**src/rtl/read_return_tracker.sv**
```systemverilog
// Read return tracker: queues issued READs with their issue timestamp, captures the returning
// DQ burst CAS_LATENCY cycles later, rotates beats into critical-word-first line order and
// queues completed lines for the cache over valid/ready.
// Optional statistics outputs are enabled by defining RRT_STATS_EN.
module read_return_tracker #(
  parameter int unsigned DATA_W      = 64,
  parameter int unsigned BURST_LEN   = 8,
  parameter int unsigned CAS_LATENCY = 22,
  parameter int unsigned DEPTH       = 32,
  parameter int unsigned RESP_DEPTH  = 2,
  parameter int unsigned PADDR_BITS  = 64,
  parameter int unsigned COL_BITS    = 4,
  parameter int unsigned CNT_W       = 16
) (
  input  logic                          clk_in,
  input  logic                          rst_in,
  input  logic                          issue_valid_in,
  output logic                          issue_ready_out,
  input  logic [PADDR_BITS-1:0]         issue_paddr_in,
  input  logic [COL_BITS-1:0]           issue_col_in,
  input  logic [DATA_W-1:0]             dq_in,
  output logic                          bursting_out,
  output logic                          resp_valid_out,
  input  logic                          resp_ready_in,
  output logic [PADDR_BITS-1:0]         resp_paddr_out,
  output logic [BURST_LEN*DATA_W-1:0]   resp_data_out,
  output logic                          timing_err_out,
  output logic                          overrun_err_out
`ifdef RRT_STATS_EN
  ,
  output logic [31:0]                   stat_lines_out,
  output logic [$clog2(DEPTH):0]        stat_max_occ_out
`endif
);

  localparam int unsigned BeatW     = $clog2(BURST_LEN);
  localparam int unsigned AddrW     = $clog2(DEPTH);
  localparam int unsigned RespAddrW = $clog2(RESP_DEPTH);
  localparam int unsigned LineW     = BURST_LEN * DATA_W;

  localparam logic [CNT_W-1:0]     DueAge   = CNT_W'(CAS_LATENCY - 1);
  localparam logic [CNT_W-1:0]     LateAge  = CNT_W'(CAS_LATENCY);
  localparam logic [CNT_W-1:0]     CntInc   = CNT_W'(1);
  localparam logic [BeatW-1:0]     BeatLast = BeatW'(BURST_LEN - 1);
  localparam logic [BeatW-1:0]     BeatOne  = BeatW'(1);
  localparam logic [AddrW-1:0]     PtrOne   = AddrW'(1);
  localparam logic [AddrW:0]       OccOne   = (AddrW + 1)'(1);
  localparam logic [AddrW:0]       OccFull  = (AddrW + 1)'(DEPTH);
  localparam logic [RespAddrW-1:0] RPtrOne  = RespAddrW'(1);
  localparam logic [RespAddrW:0]   ROccOne  = (RespAddrW + 1)'(1);
  localparam logic [RespAddrW:0]   ROccFull = (RespAddrW + 1)'(RESP_DEPTH);

  typedef enum logic [1:0] {StIdle, StWait, StCapture} state_e;

  state_e state_q, state_d;
  logic [BeatW-1:0] beat_q, beat_d;
  logic [CNT_W-1:0] cnt_q;

  // Outstanding READ FIFO; only the start-beat bits of the column are needed.
  logic [PADDR_BITS-1:0] rd_paddr_mem [DEPTH];
  logic [BeatW-1:0]      rd_col_mem   [DEPTH];
  logic [CNT_W-1:0]      rd_ts_mem    [DEPTH];
  logic [AddrW-1:0]      rd_wptr_q, rd_rptr_q;
  logic [AddrW:0]        rd_cnt_q;
  logic                  rd_full, rd_empty, rd_push, rd_pop;

  logic [CNT_W-1:0] head_age, next_age;
  logic [BeatW-1:0] slot;
  logic             complete, timing_set;

  logic [DATA_W-1:0] line_q [BURST_LEN];
  logic [LineW-1:0]  line_cur;

  logic [PADDR_BITS-1:0] resp_paddr_mem [RESP_DEPTH];
  logic [LineW-1:0]      resp_line_mem  [RESP_DEPTH];
  logic [RespAddrW-1:0]  resp_wptr_q, resp_rptr_q;
  logic [RespAddrW:0]    resp_cnt_q;
  logic                  resp_full, resp_push, resp_pop, overrun_set;

  logic timing_err_q, overrun_err_q;

  logic unused_col_hi;
  assign unused_col_hi = ^issue_col_in;

  assign rd_full  = (rd_cnt_q == OccFull);
  assign rd_empty = (rd_cnt_q == '0);
  // A push is taken when full only if the head retires in the same cycle.
  assign rd_push  = issue_valid_in && (!rd_full || rd_pop);
  assign rd_pop   = complete;

  assign head_age = cnt_q - rd_ts_mem[rd_rptr_q];
  assign next_age = cnt_q - rd_ts_mem[rd_rptr_q + PtrOne];
  assign slot     = rd_col_mem[rd_rptr_q] + beat_q;

  // Free-running timestamp counter
  always_ff @(posedge clk_in or posedge rst_in) begin
    if (rst_in) cnt_q <= '0;
    else        cnt_q <= cnt_q + CntInc;
  end

  // Read FIFO pointers and occupancy
  always_ff @(posedge clk_in or posedge rst_in) begin
    if (rst_in) begin
      rd_wptr_q <= '0;
      rd_rptr_q <= '0;
      rd_cnt_q  <= '0;
    end else begin
      if (rd_push) rd_wptr_q <= rd_wptr_q + PtrOne;
      if (rd_pop)  rd_rptr_q <= rd_rptr_q + PtrOne;
      if (rd_push && !rd_pop)      rd_cnt_q <= rd_cnt_q + OccOne;
      else if (!rd_push && rd_pop) rd_cnt_q <= rd_cnt_q - OccOne;
    end
  end

  // Read FIFO storage
  always_ff @(posedge clk_in) begin
    if (rd_push) begin
      rd_paddr_mem[rd_wptr_q] <= issue_paddr_in;
      rd_col_mem[rd_wptr_q]   <= issue_col_in[BeatW-1:0];
      rd_ts_mem[rd_wptr_q]    <= cnt_q;
    end
  end

  // FSM state and beat counter
  always_ff @(posedge clk_in or posedge rst_in) begin
    if (rst_in) begin
      state_q <= StIdle;
      beat_q  <= '0;
    end else begin
      state_q <= state_d;
      beat_q  <= beat_d;
    end
  end

  // Next state: wait for the head's data window, capture a burst, retire it
  always_comb begin
    state_d    = state_q;
    beat_d     = beat_q;
    complete   = 1'b0;
    timing_set = 1'b0;
    unique case (state_q)
      StIdle: begin
        if (!rd_empty) state_d = StWait;
      end
      StWait: begin
        if (rd_empty) begin
          state_d = StIdle;
        end else if (head_age == DueAge) begin
          state_d = StCapture;
          beat_d  = '0;
        end else if (head_age >= LateAge) begin
          timing_set = 1'b1;
          state_d    = StCapture;
          beat_d     = '0;
        end
      end
      StCapture: begin
        beat_d = beat_q + BeatOne;
        if (beat_q == BeatLast) begin
          complete = 1'b1;
          beat_d   = '0;
          // Chain straight into the next burst when its first beat is next cycle.
          if (rd_cnt_q > OccOne && next_age == DueAge) state_d = StCapture;
          else if (rd_cnt_q > OccOne || issue_valid_in) state_d = StWait;
          else                                          state_d = StIdle;
        end
      end
      default: state_d = StIdle;
    endcase
  end

  // Line assembly view including the beat sampled this cycle
  always_comb begin
    line_cur = '0;
    for (int i = 0; i < BURST_LEN; i++) begin
      if (state_q == StCapture && slot == BeatW'(i)) line_cur[i*DATA_W +: DATA_W] = dq_in;
      else                                           line_cur[i*DATA_W +: DATA_W] = line_q[i];
    end
  end

  // Beat capture into critical-word-first slot
  always_ff @(posedge clk_in) begin
    if (state_q == StCapture) line_q[slot] <= dq_in;
  end

  assign resp_full   = (resp_cnt_q == ROccFull);
  assign resp_pop    = resp_valid_out && resp_ready_in;
  assign resp_push   = complete && (!resp_full || resp_pop);
  assign overrun_set = complete && resp_full && !resp_pop;

  // Response FIFO pointers and occupancy
  always_ff @(posedge clk_in or posedge rst_in) begin
    if (rst_in) begin
      resp_wptr_q <= '0;
      resp_rptr_q <= '0;
      resp_cnt_q  <= '0;
    end else begin
      if (resp_push) resp_wptr_q <= resp_wptr_q + RPtrOne;
      if (resp_pop)  resp_rptr_q <= resp_rptr_q + RPtrOne;
      if (resp_push && !resp_pop)      resp_cnt_q <= resp_cnt_q + ROccOne;
      else if (!resp_push && resp_pop) resp_cnt_q <= resp_cnt_q - ROccOne;
    end
  end

  // Response FIFO storage
  always_ff @(posedge clk_in) begin
    if (resp_push) begin
      resp_paddr_mem[resp_wptr_q] <= rd_paddr_mem[rd_rptr_q];
      resp_line_mem[resp_wptr_q]  <= line_cur;
    end
  end

  // Sticky error flags
  always_ff @(posedge clk_in or posedge rst_in) begin
    if (rst_in) begin
      timing_err_q  <= 1'b0;
      overrun_err_q <= 1'b0;
    end else begin
      if (timing_set)  timing_err_q  <= 1'b1;
      if (overrun_set) overrun_err_q <= 1'b1;
    end
  end

  // Storage is not reset, so response fields are forced to zero while empty.
  assign resp_valid_out  = (resp_cnt_q != '0);
  assign resp_paddr_out  = resp_valid_out ? resp_paddr_mem[resp_rptr_q] : '0;
  assign resp_data_out   = resp_valid_out ? resp_line_mem[resp_rptr_q] : '0;
  assign issue_ready_out = !rd_full;
  assign bursting_out    = (state_q == StCapture);
  assign timing_err_out  = timing_err_q;
  assign overrun_err_out = overrun_err_q;

`ifdef RRT_STATS_EN
  logic [31:0]    lines_q;
  logic [AddrW:0] max_occ_q;

  // Completed-line counter (saturating) and peak read-FIFO occupancy
  always_ff @(posedge clk_in or posedge rst_in) begin
    if (rst_in) begin
      lines_q   <= '0;
      max_occ_q <= '0;
    end else begin
      if (complete && lines_q != '1) lines_q <= lines_q + 32'd1;
      if (rd_cnt_q > max_occ_q)      max_occ_q <= rd_cnt_q;
    end
  end

  assign stat_lines_out   = lines_q;
  assign stat_max_occ_out = max_occ_q;
`endif

endmodule
```
**config.mk**
```make
export PLATFORM = sky130hd
export DESIGN_NAME = read_return_tracker
export DESIGN_NICKNAME = d
export VERILOG_FILES = /design/src/rtl/read_return_tracker.sv
export SDC_FILE = /design/constraint.sdc
export NUM_CORES = 2
export LEC_CHECK = 0
export BUFFER_PORTS_ARGS = -buffer_cell sky130_fd_sc_hd__buf_2
export CAP_MARGIN = 30
export CELL_PAD_IN_SITES_DETAIL_PLACEMENT = 0
export CELL_PAD_IN_SITES_GLOBAL_PLACEMENT = 1
export CORE_MARGIN = 10
export CORE_UTILIZATION = 25
export DETAILED_ROUTE_END_ITERATION = 12
export GPL_TIMING_DRIVEN = 1
export MAX_ROUTING_LAYER = met4
export PLACE_DENSITY = 0.54
export SETUP_SLACK_MARGIN = 0.4
export SYNTH_ARGS = -nofsm -noshare
export SYNTH_HDL_FRONTEND = slang
export SYNTH_MEMORY_MAX_BITS = 65536
export SYNTH_SLANG_ARGS = --single-unit
```
**constraint.sdc**
```tcl
create_clock -name clk_in -period 53.5 [get_ports clk_in]
set_input_delay 13.375 -clock clk_in [delete_from_list [all_inputs] [get_ports clk_in]]
set_output_delay 13.375 -clock clk_in [all_outputs]
set_load 0.02 [all_outputs]
```
==> results.md <==
- Leakage: around 66 nW
- Clock buffer depth: 4
- DR iter-0 viols: 7332
- Final setup vio count: 0
- Final ANT Viol Nets: 0
- Period utilization: 34.10%
- Via count: roughly 87k
- Status: complete, no violations
- Max FO, Critical Path: 120
- Clk_skew: 0.1768 ns
- Drt pass-1 iters: 6
- Max H-tree Level: 5
- Crit Path Class: flip-flop to output pin
- Syn avg cell area: 19.90 µm²
- CP Capture Type: output pin
- Mapped Cells: ~8.7k
- Synthesized flop and latch total: 4363
- Clock root buffer: clkbuf_16
- First-pass GRT wire length: 713200 µm
- Post-Layout Inst Area: 0.2044 mm²
- Ys Warns: 0
- Final hold vios: 0
- Fillers: about 67k
- Hold Buf Count CTS: 0
- Most common cell after layout, fill and taps aside: edfxtp_1
- Die Area: 0.7253 mm²
- Maximum VDD drop: 0.03289 mV
- Max-Cap Viols: 0
- Mapped cell area: between 0.15 and 0.2 mm²
- Top FF cell, synth: edfxtp_1
- Height of the die: 851.6 µm
- Fraction of layout cells with a size suffix above 1: 27.41%
- Clk sinks: 4363
- Hold WC Path Type: flip-flop to flip-flop
- Most frequent cells in the layout: 4320 x edfxtp_1, 956 x mux4_2, 931 x nand2_1
- EDFF count, synth: 4320
- Worst path arrival time: approximately 5 ns
- Global route overflow: 0
- HPWL after DPL: around 290000 µm
- CTS tree: yes
- WHS: 0.4651 ns
- # port buffers: 715
- Die Wd: 851.6 µm
- Final nets: 9826
- Area added between synthesis and finish: 18.19%
- Vias per cell: 4.515
- CTS buffer count: 470
- Initial antenna violation count: 81
- Worst Setup Start Kind: flip-flop
- Postcts setup bufs: 0
- Final TNS setup: 0 ns
- Seq/Total Area, Yosys: 75.65%
- Post_cts resized: 0
- Largest net degree at the start of global routing: between 150 and 200
- Initial Util: between 20% and 30%
- DRT Wirelength: 510100 µm
- # IOs: slightly above 700
- DP Area: 0.1887 mm²
- Ys async rst share: 0.9856%
- Final Max Slew Viols: 0
- Tmin final: between 15 and 20 ns
- Gpl congestion: 0.7497
- DR WL/cell: 26.44 µm
- Vias in the first global route: roughly 90k
- Worst-margin pin slew: about 1.3 ns
- Unrepaired setup endpoints after global routing: no
- Site row count: between 300 and 400
- Reg clk slew, reported paths: 0.06 ns
- Slew HR: 11.45%
- Clock Latency Late Sink: 1.10 ns
- Peak Freq: approximately 55 MHz
- Overall routing resource usage: 13.90%
- Unique cell type count in the Yosys netlist: 68
- Core footprint: 0.6896 mm²
- Post-synthesis net count: a little under 9k
- Pwr Density: 42.56 mW/mm²
- Residual DRC: 0
- Req. time, crit path: around 40 ns
==> stage by stage <==
step	setup WS, ns	std cells	power, W	utilization (%)
2_1_floorplan	16.94	8689	0.004871	-
3_3_place_gp	34.26	18350	0.005568	27.30
3_5_place_dp	34.19	18370	0.005584	27.37
4_1_cts	34.94	19240	0.008828	29.58
5_1_grt	34.94	19280	0.009032	29.63
6_report	35.25	19290	0.008697	29.64
==> state kept, by name (all words and copies together), names as in the netlist, 2 cells and up <==
name	flops
state_q	2
rd_cnt_q	6
resp_cnt_q	2
rd_rptr_q	5
rd_wptr_q	5
resp_line_mem	1024
beat_q	3
cnt_q	16
rd_col_mem	96
rd_paddr_mem	2048
line_q	512
resp_paddr_mem	128
rd_ts_mem	512
==> critical path: stages, from the launching register on <==
cell     delay, ns
dfrtp_4       0.84
buf_4         0.60
buf_4         0.57
buf_12        0.53
mux2i_1       0.20
nor2_1        0.35
buf_2         0.26
==> cell usage after synthesis (all sizes together), types with 6 or more instances <==
library cell | n | area, µm²
edfxtp | 4320 | 129700
buf | 184 | 883.4
a31oi | 18 | 112.6
clkbuf | 286 | 1074
nor2b | 7 | 43.79
a311oi | 16 | 140.1
nand4 | 8 | 50.05
mux2i | 605 | 6068
mux2 | 325 | 3660
nand2b | 8 | 50.05
o22ai | 6 | 37.54
o21ai | 19 | 95.09
a21oi | 23 | 115.1
mux4 | 956 | 21530
ha | 48 | 600.6
nor3 | 12 | 70.07
dfrtp | 43 | 1076
xor2 | 26 | 235.2
and3 | 25 | 156.4
nor2 | 637 | 2391
nand3 | 51 | 255.2
inv | 24 | 90.09
nand2 | 931 | 3495
xnor2 | 29 | 254.0
==> final cells by class <==
type	count	area (µm²)	area share, %
multi-input cells	3832	40430	19.78
repair buffers	948	6148	3.009
clock buffers	589	12270	6.004
well taps	9210	11520	5.639
diodes	42	105.1	0.05143
flip-flops and latches	4363	130800	64.02
clock inverters	286	2952	1.444
inverters	24	110.1	0.05388
==> power breakdown <==
| group | internal, W | leakage (nW) | switching, W |
|---|---|---|---|
| combinational | 0.000418 | 19.1 | 0.00110 |
| sequential | 0.00392 | 39.8 | 0.0000430 |
| clock | 0.00184 | 7.35 | 0.00138 |
| total | 0.00618 | 66.2 | 0.00252 |
==> kinds of logic (layout without fill, tap and decap cells) <==
group           count (synthesis)  in the layout  synth area share (%)
buf+inv                       494           1847                 1.184
simple gates                 1713           1713                 3.912
xor+xnor                       55             55                0.2829
mux                          1886           1886                 18.08
fa+ha+maj                      51             51                0.3821
compound gates                127            127                0.5109
flops                        4363           4363                 75.65
other cells                     0             42                     0
==> path summary, 6_finish.rpt <==
| path | slack, ns | end | cells past startpoint | start |
|---|---|---|---|---|
| max in group asynchronous | 40.14 | rd_rptr_q[2]$_DFFE_PP0P_ | 3 | rst_in |
| min in group asynchronous | 12.62 | cnt_q[5]$_DFF_PP0_ | 3 | rst_in |
| setup reg to reg | 45.53 | beat_q[0]$_DFFE_PP0P_ | 17 | rd_rptr_q[1]$_DFFE_PP0P_ |
| hold reg to reg | 0.47 | resp_line_mem[1][248]$_DFFE_PP_ | 2 | line_q[3][56]$_DFFE_PP_ |
| hold / removal | 0.47 | resp_line_mem[1][248]$_DFFE_PP_ | 2 | line_q[3][56]$_DFFE_PP_ |
| setup / recovery | 35.25 | resp_paddr_out[55] | 6 | resp_rptr_q$_DFFE_PP0P_ |
==> routing by layer <==
metal	part of all wire [%]	up-vias	wire, µm	track usage [%]
met4	2.1	0	10680	2.691
met5	0	-	0	-
met3	6.0	680	30440	2.419
li1	-	36830	-	-
met1	44	46920	222200	18.30
met2	48	2677	246800	22.69
Note: power is estimated with default switching activity, not from simulation.
